$ cat src/rtl/mem_port_arbiter.sv
// mem_port_arbiter
// Shares one single-ported, fixed-latency memory between instruction fetch (IF)
// and load/store (DM). One transaction is in flight at a time. DM wins ties
// unless IF has lost IF_MAX_WAIT arbitrations in a row. stall_o holds the
// pipeline while either requester is still waiting for its ack.
module mem_port_arbiter #(
  parameter int ADDR_W      = 32,
  parameter int DATA_W      = 32,
  parameter int MEM_LAT     = 4,
  parameter int IF_MAX_WAIT = 8
) (
  input  logic              clk_i,
  input  logic              rst_i,
  input  logic              if_req_i,
  input  logic [ADDR_W-1:0] if_addr_i,
  output logic [DATA_W-1:0] if_rdata_o,
  output logic              if_ack_o,
  input  logic              dm_req_i,
  input  logic              dm_we_i,
  input  logic [ADDR_W-1:0] dm_addr_i,
  input  logic [DATA_W-1:0] dm_wdata_i,
  output logic [DATA_W-1:0] dm_rdata_o,
  output logic              dm_ack_o,
  output logic              mem_en_o,
  output logic              mem_we_o,
  output logic [ADDR_W-1:0] mem_addr_o,
  output logic [DATA_W-1:0] mem_wdata_o,
  input  logic [DATA_W-1:0] mem_rdata_i,
  output logic              stall_o
);

  // Counter only ever holds MEM_LAT-1 down to 0.
  localparam int CNT_W = (MEM_LAT > 1) ? $clog2(MEM_LAT) : 1;
  // Starvation counter saturates at IF_MAX_WAIT.
  localparam int STV_W = $clog2(IF_MAX_WAIT + 1);
  localparam logic [CNT_W-1:0] CNT_INIT = CNT_W'(MEM_LAT - 1);
  localparam logic [STV_W-1:0] STV_MAX  = STV_W'(IF_MAX_WAIT);

  typedef enum logic [1:0] {
    S_IDLE  = 2'd0,
    S_ISSUE = 2'd1,
    S_WAIT  = 2'd2,
    S_RESP  = 2'd3
  } state_t;

  state_t              r_state;
  state_t              w_state_nxt;
  logic                r_owner_dm;
  logic                r_we;
  logic [ADDR_W-1:0]   r_addr;
  logic [DATA_W-1:0]   r_wdata;
  logic [CNT_W-1:0]    r_cnt;
  logic [STV_W-1:0]    r_starve;
  logic [DATA_W-1:0]   r_if_rdata;
  logic [DATA_W-1:0]   r_dm_rdata;

  logic                w_starved;
  logic                w_if_wins;
  logic                w_dm_wins;
  logic                w_any_req;
  logic                w_grant;

  // Arbitration: DM by default, IF when alone or once it has been starved.
  assign w_starved = (r_starve == STV_MAX);
  assign w_if_wins = if_req_i & (~dm_req_i | w_starved);
  assign w_dm_wins = dm_req_i & ~w_if_wins;
  assign w_any_req = if_req_i | dm_req_i;
  assign w_grant   = (r_state == S_IDLE) & w_any_req;

  // State register.
  always_ff @(posedge clk_i or posedge rst_i) begin
    if (rst_i) r_state <= S_IDLE;
    else       r_state <= w_state_nxt;
  end

  // Next-state logic: IDLE -> ISSUE -> WAIT (MEM_LAT cycles) -> RESP -> IDLE.
  always_comb begin
    w_state_nxt = r_state;
    case (r_state)
      S_IDLE:  if (w_any_req) w_state_nxt = S_ISSUE;
      S_ISSUE: w_state_nxt = S_WAIT;
      S_WAIT:  if (r_cnt == '0) w_state_nxt = S_RESP;
      S_RESP:  w_state_nxt = S_IDLE;
      default: w_state_nxt = S_IDLE;
    endcase
  end

  // Outputs decoded from state; memory bus is forced to zero outside ISSUE.
  always_comb begin
    mem_en_o    = 1'b0;
    mem_we_o    = 1'b0;
    mem_addr_o  = '0;
    mem_wdata_o = '0;
    if_ack_o    = 1'b0;
    dm_ack_o    = 1'b0;
    case (r_state)
      S_ISSUE: begin
        mem_en_o    = 1'b1;
        mem_we_o    = r_we;
        mem_addr_o  = r_addr;
        mem_wdata_o = r_wdata;
      end
      S_RESP: begin
        if_ack_o = ~r_owner_dm;
        dm_ack_o = r_owner_dm;
      end
      default: ;
    endcase
  end

  assign stall_o = (if_req_i & ~if_ack_o) | (dm_req_i & ~dm_ack_o);

  // Latch the winner's transaction at grant; later requester changes are ignored.
  always_ff @(posedge clk_i or posedge rst_i) begin
    if (rst_i) begin
      r_owner_dm <= 1'b0;
      r_we       <= 1'b0;
      r_addr     <= '0;
      r_wdata    <= '0;
    end else if (w_grant) begin
      r_owner_dm <= w_dm_wins;
      r_we       <= w_dm_wins & dm_we_i;
      r_addr     <= w_dm_wins ? dm_addr_i : if_addr_i;
      r_wdata    <= w_dm_wins ? dm_wdata_i : '0;
    end
  end

  // Latency counter: loaded in ISSUE, counts down through WAIT.
  always_ff @(posedge clk_i or posedge rst_i) begin
    if (rst_i) begin
      r_cnt <= '0;
    end else if (r_state == S_ISSUE) begin
      r_cnt <= CNT_INIT;
    end else if ((r_state == S_WAIT) && (r_cnt != '0)) begin
      r_cnt <= r_cnt - CNT_W'(1);
    end
  end

  // Starvation counter: counts consecutive IF losses, cleared on IF grant or idle IF.
  always_ff @(posedge clk_i or posedge rst_i) begin
    if (rst_i) begin
      r_starve <= '0;
    end else if (r_state == S_IDLE) begin
      if (!if_req_i || w_if_wins) r_starve <= '0;
      else if (!w_starved)        r_starve <= r_starve + STV_W'(1);
    end
  end

  // Capture read data into the owner's register on the last WAIT cycle.
  always_ff @(posedge clk_i or posedge rst_i) begin
    if (rst_i) begin
      r_if_rdata <= '0;
      r_dm_rdata <= '0;
    end else if ((r_state == S_WAIT) && (r_cnt == '0) && !r_we) begin
      if (r_owner_dm) r_dm_rdata <= mem_rdata_i;
      else            r_if_rdata <= mem_rdata_i;
    end
  end

  assign if_rdata_o = r_if_rdata;
  assign dm_rdata_o = r_dm_rdata;

endmodule

$ cat config.mk
export PLATFORM = sky130hd
export DESIGN_NAME = mem_port_arbiter
export DESIGN_NICKNAME = d
export VERILOG_FILES = /design/src/rtl/mem_port_arbiter.sv
export SDC_FILE = /design/constraint.sdc
export NUM_CORES = 1
export LEC_CHECK = 0
export CORE_MARGIN = 2
export CORE_UTILIZATION = 43
export CTS_CLUSTER_DIAMETER = 40
export DETAILED_ROUTE_END_ITERATION = 6
export GPL_ROUTABILITY_DRIVEN = 0
export GPL_TIMING_DRIVEN = 0
export PLACE_DENSITY = 0.78
export REMOVE_ABC_BUFFERS = 1
export SYNTH_ARGS = -nofsm -noshare
export SYNTH_HDL_FRONTEND = slang
export SYNTH_SLANG_ARGS = --single-unit
$ cat constraint.sdc
create_clock -name clk_i -period 7.4 [get_ports clk_i]
set_clock_uncertainty 0.1 [all_clocks]
set_input_delay 2.22 -clock clk_i [delete_from_list [all_inputs] [get_ports clk_i]]
set_output_delay 2.22 -clock clk_i [all_outputs]
set_load 0.005 [all_outputs]
Word-level counts from Yosys, hierarchy flattened:

Cells that the tools add are included.

* bitwise logic cells: 14
* eq/ne operators: 7
* reductions and logical operators: 14
* $add $sub $neg: 2
* multiplexer cells: 15

Operators by type and width (number)
* two-way mux 32 bit: 4
* two-way mux 2 bit: 4
* two-way mux 4 bit: 2
* case mux 2 bit (4 select lines): 1
* AND reduction 2 bit: 4
* AND 1 bit: 6
* inverter 1 bit: 5
* adder 4 x 1 -> 4 bit, second input constant: 1
* == test 2 bit, second input constant: 2
* == test 4 bit, second input constant: 1
* logical NOT 2 bit: 2
* two-way mux 1 bit: 4
* inequality test 2 bit, second input constant: 2
* nonzero test 2 bit: 2
* logical AND 1 bit: 3
* bitwise OR 1 bit: 3
* == test 2 x 1 -> 1 bit, second input constant: 1
* logical NOT 1 bit: 2
* inequality test 2 x 1 -> 1 bit, second input constant: 1
* subtractor 2 x 1 -> 2 bit, second input constant: 1
* logical OR 1 bit: 1

* word-level logic and storage cells: 61
* flip-flop bits (word level): 138
* output and inout port bits: 133

Longest topological paths before layout:

Gate-level depths: netlist (run 1).

* word-level depth: 6
* depth in mapped cells: 8
* mapped depth without buffers: 5

Worst setup path after synthesis (run 1):

OpenSTA, ideal clock, no wires.

* path kind: input -> output
* start: input if_req_i
* end: output stall_o
* path slack: 2.489 ns
* buffers on the path: 1
* arrival time: 2.591 ns
* stages: 3
* data required time: 5.080 ns
* cells stage by stage: buf_4 -> mux2i_1 -> a21oi_1

* cells in the longest elaborated chain, start to end: 2

RTL lines
* start: declaration: line 14 `input logic if_req_i,`
* AND 1 bit: line 111 `assign stall_o = (if_req_i & ~if_ack_o) | (dm_req_i & ~dm_ack_o);`
* bitwise OR 1 bit: line 111
* end: declaration: line 29 `output logic stall_o`

No other way between the ends.

Worst setup path in the final report (run 1):

Same ends and word-level chain as after synthesis.

==> results of run 1 <==
## power by group through the flow
| stage | logic (mW) | registers (mW) | clock network, mW |
|---|---|---|---|
| detailed placement | 1.51 | 1.31 | 0 |
| global placement | 1.44 | 1.28 | 0 |
| CTS | 1.52 | 1.30 | 0.906 |
| finish | 1.50 | 1.30 | 0.890 |
| floorplan | 0.671 | 1.28 | 0 |
| global route | 1.64 | 1.34 | 0.942 |
## metrics by stage
stage / setup slack (ns) / setup TNS, ns / instance area (sq um) / total power, mW
after floorplan: 1.38 / 0 / 5930 / 1.95
after global placement: -0.399 / -53.75 / 8810 / 2.72
after global routing: 1.16 / 0 / 9590 / 3.93
final: 1.23 / 0 / 9590 / 3.69
after CTS: 1.23 / 0 / 9590 / 3.73
after detailed placement: 1.23 / 0 / 8960 / 2.82
## flip-flops by register name (all words and copies together) (netlist names)
register    count
dm_rdata_o     32
if_rdata_o     32
r_addr         32
r_cnt           2
r_owner_dm      1
r_starve        4
r_state         2
r_wdata        32
r_we            1
## worst min-delay path: stages (launching register included)
cell	delay, ns
dfrtp_1	0.34
nand2_1	0.05
o211ai_1	0.06
## worst max-delay path by stage
stage	slack [ns]	to	cells after the start
floorplan	1.38	dm_rdata_o[0]	1
global placement	-0.40	r_addr[22]	2
detailed placement	1.23	stall_o	4
CTS	1.23	stall_o	4
global route	1.16	stall_o	4
finish	1.23	stall_o	4
## Yosys cell counts, drive strengths merged
cell type / number / share of area
a22o: 33 / 0.047
o22ai: 1 / 0.0010
nand4: 33 / 0.033
nand3: 2 / 0.0016
o21a: 1 / 0.0012
ha: 7 / 0.014
nor2: 2 / 0.0012
and3: 1 / 0.0010
nor2b: 2 / 0.0020
and2: 67 / 0.068
mux2i: 2 / 0.0032
inv: 9 / 0.0055
dfrtp: 138 / 0.56
a21oi: 2 / 0.0016
nor3: 1 / 0.0016
o21ai: 2 / 0.0022
o211ai: 32 / 0.039
o2bb2ai: 1 / 0.0014
clkbuf: 23 / 0.014
a211o: 1 / 0.0014
xnor2: 1 / 0.0014
nand3b: 1 / 0.0012
nand2: 68 / 0.041
o221ai: 1 / 0.0014
o22a: 1 / 0.0014
nand2b: 2 / 0.0020
mux2: 65 / 0.12
or4b: 1 / 0.0016
a21o: 1 / 0.0012
buf: 21 / 0.025
nand4b: 2 / 0.0053
## cell type report
cell class	count	area (sq um)	area share
clock inverters	14	184	0.0192
multi-input cells	333	2470	0.257
flip-flops and latches	138	3450	0.360
repair buffers	271	2780	0.290
clock buffers	18	439	0.0458
well taps	180	225	0.0235
inverters	9	38.8	0.00405
## cells in the final DEF (no fill, tap or decap), drive strengths merged, types with 2 or more instances in the layout
cell type	netlist	routed
clkdlybuf4s50	0	264
dfrtp	138	138
nand2	68	68
and2	67	67
mux2	65	65
nand4	33	33
a22o	33	33
o211ai	32	32
clkbuf	23	18
inv	9	15
ha	7	7
buf	21	7
clkinv	0	4
bufinv	0	3
nor2	2	2
nor2b	2	2
a21oi	2	2
mux2i	2	2
nand3	2	2
nand2b	2	2
nand4b	2	2
o21ai	2	2
## per-layer routing
layer	part of all wire	GRT usage	vias up
li1	-	-	2340
met3	0.10	0.0842	17
met1	0.40	0.271	2472
met5	0	0	-
met4	0.011	0.0661	0
met2	0.49	0.386	250
## kinds of logic (layout without fill, tap and decap cells)
family                     Yosys count  after routing  share of synthesized area
xor gates and xnor gates             1              1                    0.00142
adders and majority gates            7              7                     0.0142
buffers and inverters               53            312                     0.0448
muxes                               67             67                      0.122
and+or+nand+nor                    182            182                      0.160
AOI/OAI and AO/OA                   76             76                     0.0986
DFF                                138            138                      0.559
==> impl_results.md, run 1 <==
* Initial Util at 0.443
* Seq pwr share at 0.352
* Tightest Pin Transition at approximately 1.2 ns
* #FFs+latches synth at about 140
* Layout Utilization at 0.688
* Mean area per synthesized cell at approximately 12 sq um
* Post-CTS sizing at 0
* Worst R2R Setup Slack at 4.58 ns
* Worst-path clk slew at approximately 0.060 ns
* Setup CP Type: in2out
* Clock Latency Late Sink at around 0.41 ns
* CP max stage cell: clkdlybuf4s50_1
* Row count at 43
* Slew Limit Fails at 0
* HPWL Detailed at around 12000 microns
* Power per cell area at between 300 and 400 nW/um^2
* # fillers at roughly 1000
* Total setup buffers inserted after CTS at 0
* DRC viols at 0
* Crit share post-route at 0.834
* Outcome: finished, final reports clean
* Family with the most delay on the worst path: buffers and inverters
* Port buffer count at between 200 and 300
* Slowest stage delay, CP at around 0.73 ns
* Die Height at approximately 120 microns
* Share of cells above drive strength 1 at 0.139
* Num CTS Buffers at 17
* Top Ports at roughly 270
* CTS tree: built
* Critical path required time at ~5 ns
* Worst reg2reg startpoint: r_state[0]
* Final wirelength at 17500 microns
* Initial antenna violation count at 0
* Worst Hold End: r_addr[0]
* CP bufs+invs at 2
* Post-synthesis sequential area ratio at 0.559
* RSZ-0062 raised after global routing: false
* Final hold violation count at 0
* Pin count of the biggest net entering global routing at 101
* First-pass GRT wire length at ~27000 microns
* Root Driver: clkbuf_16
* DR iter-0 viols at 275
* Clk sinks at 138
* Yosys cell types at 37
* Critical Path Start Type: primary input
* Combinational power share at 0.406
* Via density at 5.27
* Yosys warns at 0
* Die outline width at between 100 and 150 microns
* Non-Filler Instances at between 900 and 1000
* Sw Ratio at 0.307
* Final ANT Viol Nets at 0
* Final hold slack at 0.385 ns
* Internal power at between 2 and 3 mW
* Cell total after placement at roughly 930
* CP cell instances: clkdlybuf4s50_1 -> mux2i_1 -> a21oi_1 -> clkdlybuf4s50_1
* VDD IR max at about 0.22 mV
* Core footprint at approximately 14000 sq um
* Critical path peak fanout at 8
* Drt first pass iters at 5
* N_diodes at 0
* Die area at about 15000 sq um
* DR vias at roughly 5000
* Post-layout min period at between 6 and 7 ns
* H-tree depth at 4
* Mapped cell area at 6180 sq um
* Crit. End Element: primary output
* Clk pwr share at 0.241
* Fin nets at just over 900
* All-Layer GR Usage at 0.228
* Vias in the first global route at 5155
* Depth of the most critical reg-to-reg path at 5
* Switching power at approximately 1.1 mW
* Hold Path Depth at 2
* Most common cell on crit path: clkdlybuf4s50_1
* CTS Buffer Depth at 2
* DR WL/cell at ~18 microns
* Cells after Synth at roughly 520
* Setup crit start: if_req_i
* Max-cap violation count at 0
* Layout area overhead at 55.2%
* # setup viols final at 0
* Max Fclk at roughly 160 MHz
* Remaining global-route overflow at 0
* Slew HR at 0.200
* Min-delay worst type: reg2reg
* Hold_sp: r_addr[0]
* RR Endpoint: r_addr[25]
* Leak Pwr at roughly 4.0 nW
* Data arrival time of the critical path at around 3.9 ns
* Hold buffer count at CTS at 0
Note: power is estimated with default switching activity, not from simulation.
==> run 2: changes to the inputs <==
==> constraint.sdc (replaced) <==
create_clock -name clk_i -period 6 [get_ports clk_i]
set_clock_uncertainty 0.1 [all_clocks]
set_input_delay 1.8 -clock clk_i [delete_from_list [all_inputs] [get_ports clk_i]]
set_output_delay 1.8 -clock clk_i [all_outputs]
set_load 0.005 [all_outputs]
==> results of run 2 <==
Same layout as run 1 (identical final DEF). Status: finished, final reports clean.
Among the figures that moved: setup slack after placement 1.23 ns -> 0.674 ns; setup slack after layout 1.23 ns -> 0.667 ns; register-to-register setup slack 4.58 ns -> 3.18 ns; total power 3.69 mW -> 4.55 mW; worst IR drop on VDD 0.217 mV -> 0.267 mV
==> run 3: changes to the inputs <==
--- a/config.mk
+++ b/config.mk
@@ -5,13 +5,14 @@
 export SDC_FILE = /design/constraint.sdc
 export NUM_CORES = 1
 export LEC_CHECK = 0
-export CORE_MARGIN = 2
+export CAP_MARGIN = 0
+export CORE_MARGIN = 3
 export CORE_UTILIZATION = 43
 export CTS_CLUSTER_DIAMETER = 40
 export DETAILED_ROUTE_END_ITERATION = 6
 export GPL_ROUTABILITY_DRIVEN = 0
 export GPL_TIMING_DRIVEN = 0
-export PLACE_DENSITY = 0.78
+export PLACE_DENSITY = 0.91
 export REMOVE_ABC_BUFFERS = 1
 export SYNTH_ARGS = -nofsm -noshare
 export SYNTH_HDL_FRONTEND = slang
==> impl_results.md, run 3 (synthesis results as in run 1) <==
* DR iter-0 viols at roughly 280
* Non-Filler Instances at 963
* Most frequent cells in the layout: 264 x clkdlybuf4s50_1, 138 x dfrtp_1, 68 x nand2_1
* Combinational power share at 0.416
* Crit share post-route at 0.876
* Critical Path Start Type: primary input
* Remaining global-route overflow at 0
* VDD IR max at just under 0.2 mV
* Initial Util at 0.442
* Clk pwr share at 0.226
* Stages on the worst setup path at 4
* Num CTS Buffers at 17
* Clock Latency Late Sink at around 0.4 ns
* Min-delay worst type: reg2reg
* Pin count of the biggest net entering global routing at 78
* Hold Path Depth at 2
* Initial antenna violation count at 0
* # setup viols final at 0
* Power per cell area at about 470 nW/um^2
* Sw Ratio at 0.304
* Final setup TNS at 0 ns
* CTS Buffer Depth at 2
* Setup CP Type: in2out
* Die area at roughly 16000 sq um
* Clk sinks at 138
* Slew Limit Fails at 0
* Critical path peak fanout at 8
* Die Height at approximately 130 microns
* Max Fclk at roughly 190 MHz
* Slew HR at 0.0877
* CP cell instances: clkdlybuf4s50_1 -> mux2i_1 -> a21oi_1 -> clkdlybuf4s50_1
* CP bufs+invs at 2
* Final wirelength at about 17000 microns
* Fin nets at a little over 900
* Most common cell on crit path: clkdlybuf4s50_1
* Most common cell after layout, fill and taps aside: clkdlybuf4s50_1
* Leak Pwr at about 4 nW
* Final hold violation count at 0
* Core footprint at between 10000 and 15000 sq um
* Busiest grt layer: met2
* Cell total after placement at 932
* Seq pwr share at 0.358
* Share of cells above drive strength 1 at 0.135
* N_diodes at 0
* H-tree depth at 4
* Tightest Pin Transition at 1.37 ns
* Via density at around 5.2
* Data arrival time of the critical path at about 3.4 ns
* Die outline width at about 130 microns
* GR Util met1 at 0.266
* Post-CTS sizing at 0
* Top Ports at between 200 and 300
* DR WL/cell at 18.0 microns
* Hold buffer count at CTS at 0
* Depth of the most critical reg-to-reg path at 4
* Outcome: finished, final reports clean
* Post-layout min period at 5.26 ns
* CTS tree: built
* Vias in the first global route at slightly above 5000
* Worst-path clk slew at 0.06 ns
* Root Driver: clkbuf_16
* Family with the most delay on the worst path: buffers and inverters
* All-Layer GR Usage at 0.221
* Crit. End Element: primary output
* Drt first pass iters at 4
* HPWL Detailed at 12600 microns
* Met2 GRT Util at 0.368
* Critical path required time at 4.10 ns
* Switching power at 1.36 mW
* DR vias at 5025
* Met3 Use GR at 0.0823
* CP max stage cell: clkdlybuf4s50_1
* Port buffer count at approximately 270
* Layout area overhead at 54.7%
* Total setup buffers inserted after CTS at 0
* First-pass GRT wire length at 27600 microns
* DRC viols at 0
* Max-cap violation count at 0
* Row count at 43
* RSZ-0062 raised after global routing: false
* Internal power at approximately 3.1 mW
* Power Total at about 4.5 mW
* Final ANT Viol Nets at 0
* Slowest stage delay, CP at around 0.73 ns
## run 3: cell count changes in the layout (fill, tap and decap cells not counted)
cell and change:
and3_2 -1, clkbuf_1 +2, clkbuf_8 +1, clkinvlp_4 +3, inv_8 -1, buf_8 +1
and3_1 +1, bufinv_16 -1, inv_6 -4, clkinv_2 +1, clkinv_4 -2
## run 3: power groups by stage
stage	clock, mW	combinational [mW]	sequential [mW]
floorplan	0	0.828	1.58
CTS	1.04	1.90	1.60
finish	1.02	1.86	1.60
global placement	0	1.78	1.59
detailed placement	0	1.89	1.61
global route	1.07	2.03	1.66
## run 3: final timing paths
kind	startpoint	slack, ns	endpoint
max	if_req_i	0.74	stall_o
min	r_addr[22]	0.39	r_addr[22]
max reg2reg	r_state[0]	3.07	r_wdata[22]
max in group asynchronous	rst_i	3.31	r_addr[12]
min reg2reg	r_addr[22]	0.39	r_addr[22]
min in group asynchronous	rst_i	1.73	if_rdata_o[0]
## run 3: final cells by class
| class | instances | area (sq um) |
|---|---|---|
| Tap cell | 180 | 225 |
| Clock buffer | 21 | 460 |
| Sequential cell | 138 | 3450 |
| Multi-Input combinational cell | 333 | 2470 |
| Inverter | 9 | 38.8 |
| Clock inverter | 10 | 118 |
| Timing Repair Buffer | 272 | 2800 |
| Fill cell | 960 | 4430 |
## run 3: through the flow
step | hold WS [ns] | instance area (sq um) | utilization | setup slack [ns]
after global placement | 0.368 | 8810 | 0.630 | -1.45
final | 0.385 | 9560 | 0.683 | 0.742
after global routing | 0.409 | 9560 | 0.683 | 0.658
after CTS | 0.389 | 9560 | 0.683 | 0.722
after floorplan | 0.358 | 5930 | - | 0.404
after detailed placement | 0.376 | 8980 | 0.642 | 0.721
## run 3: layer usage
| metal | part of all wire | wire, microns | vias up |
|---|---|---|---|
| li1 | - | - | 2351 |
| met1 | 0.40 | 6860 | 2418 |
| met2 | 0.49 | 8530 | 233 |
| met3 | 0.090 | 1560 | 23 |
| met4 | 0.020 | 344 | 0 |
| met5 | 0 | 0 | - |
## run 3: tightest hold or removal path: stages, from the launching register on
cell and delay, ns:
dfrtp_1 0.33, nand2_1 0.05, o211ai_1 0.07
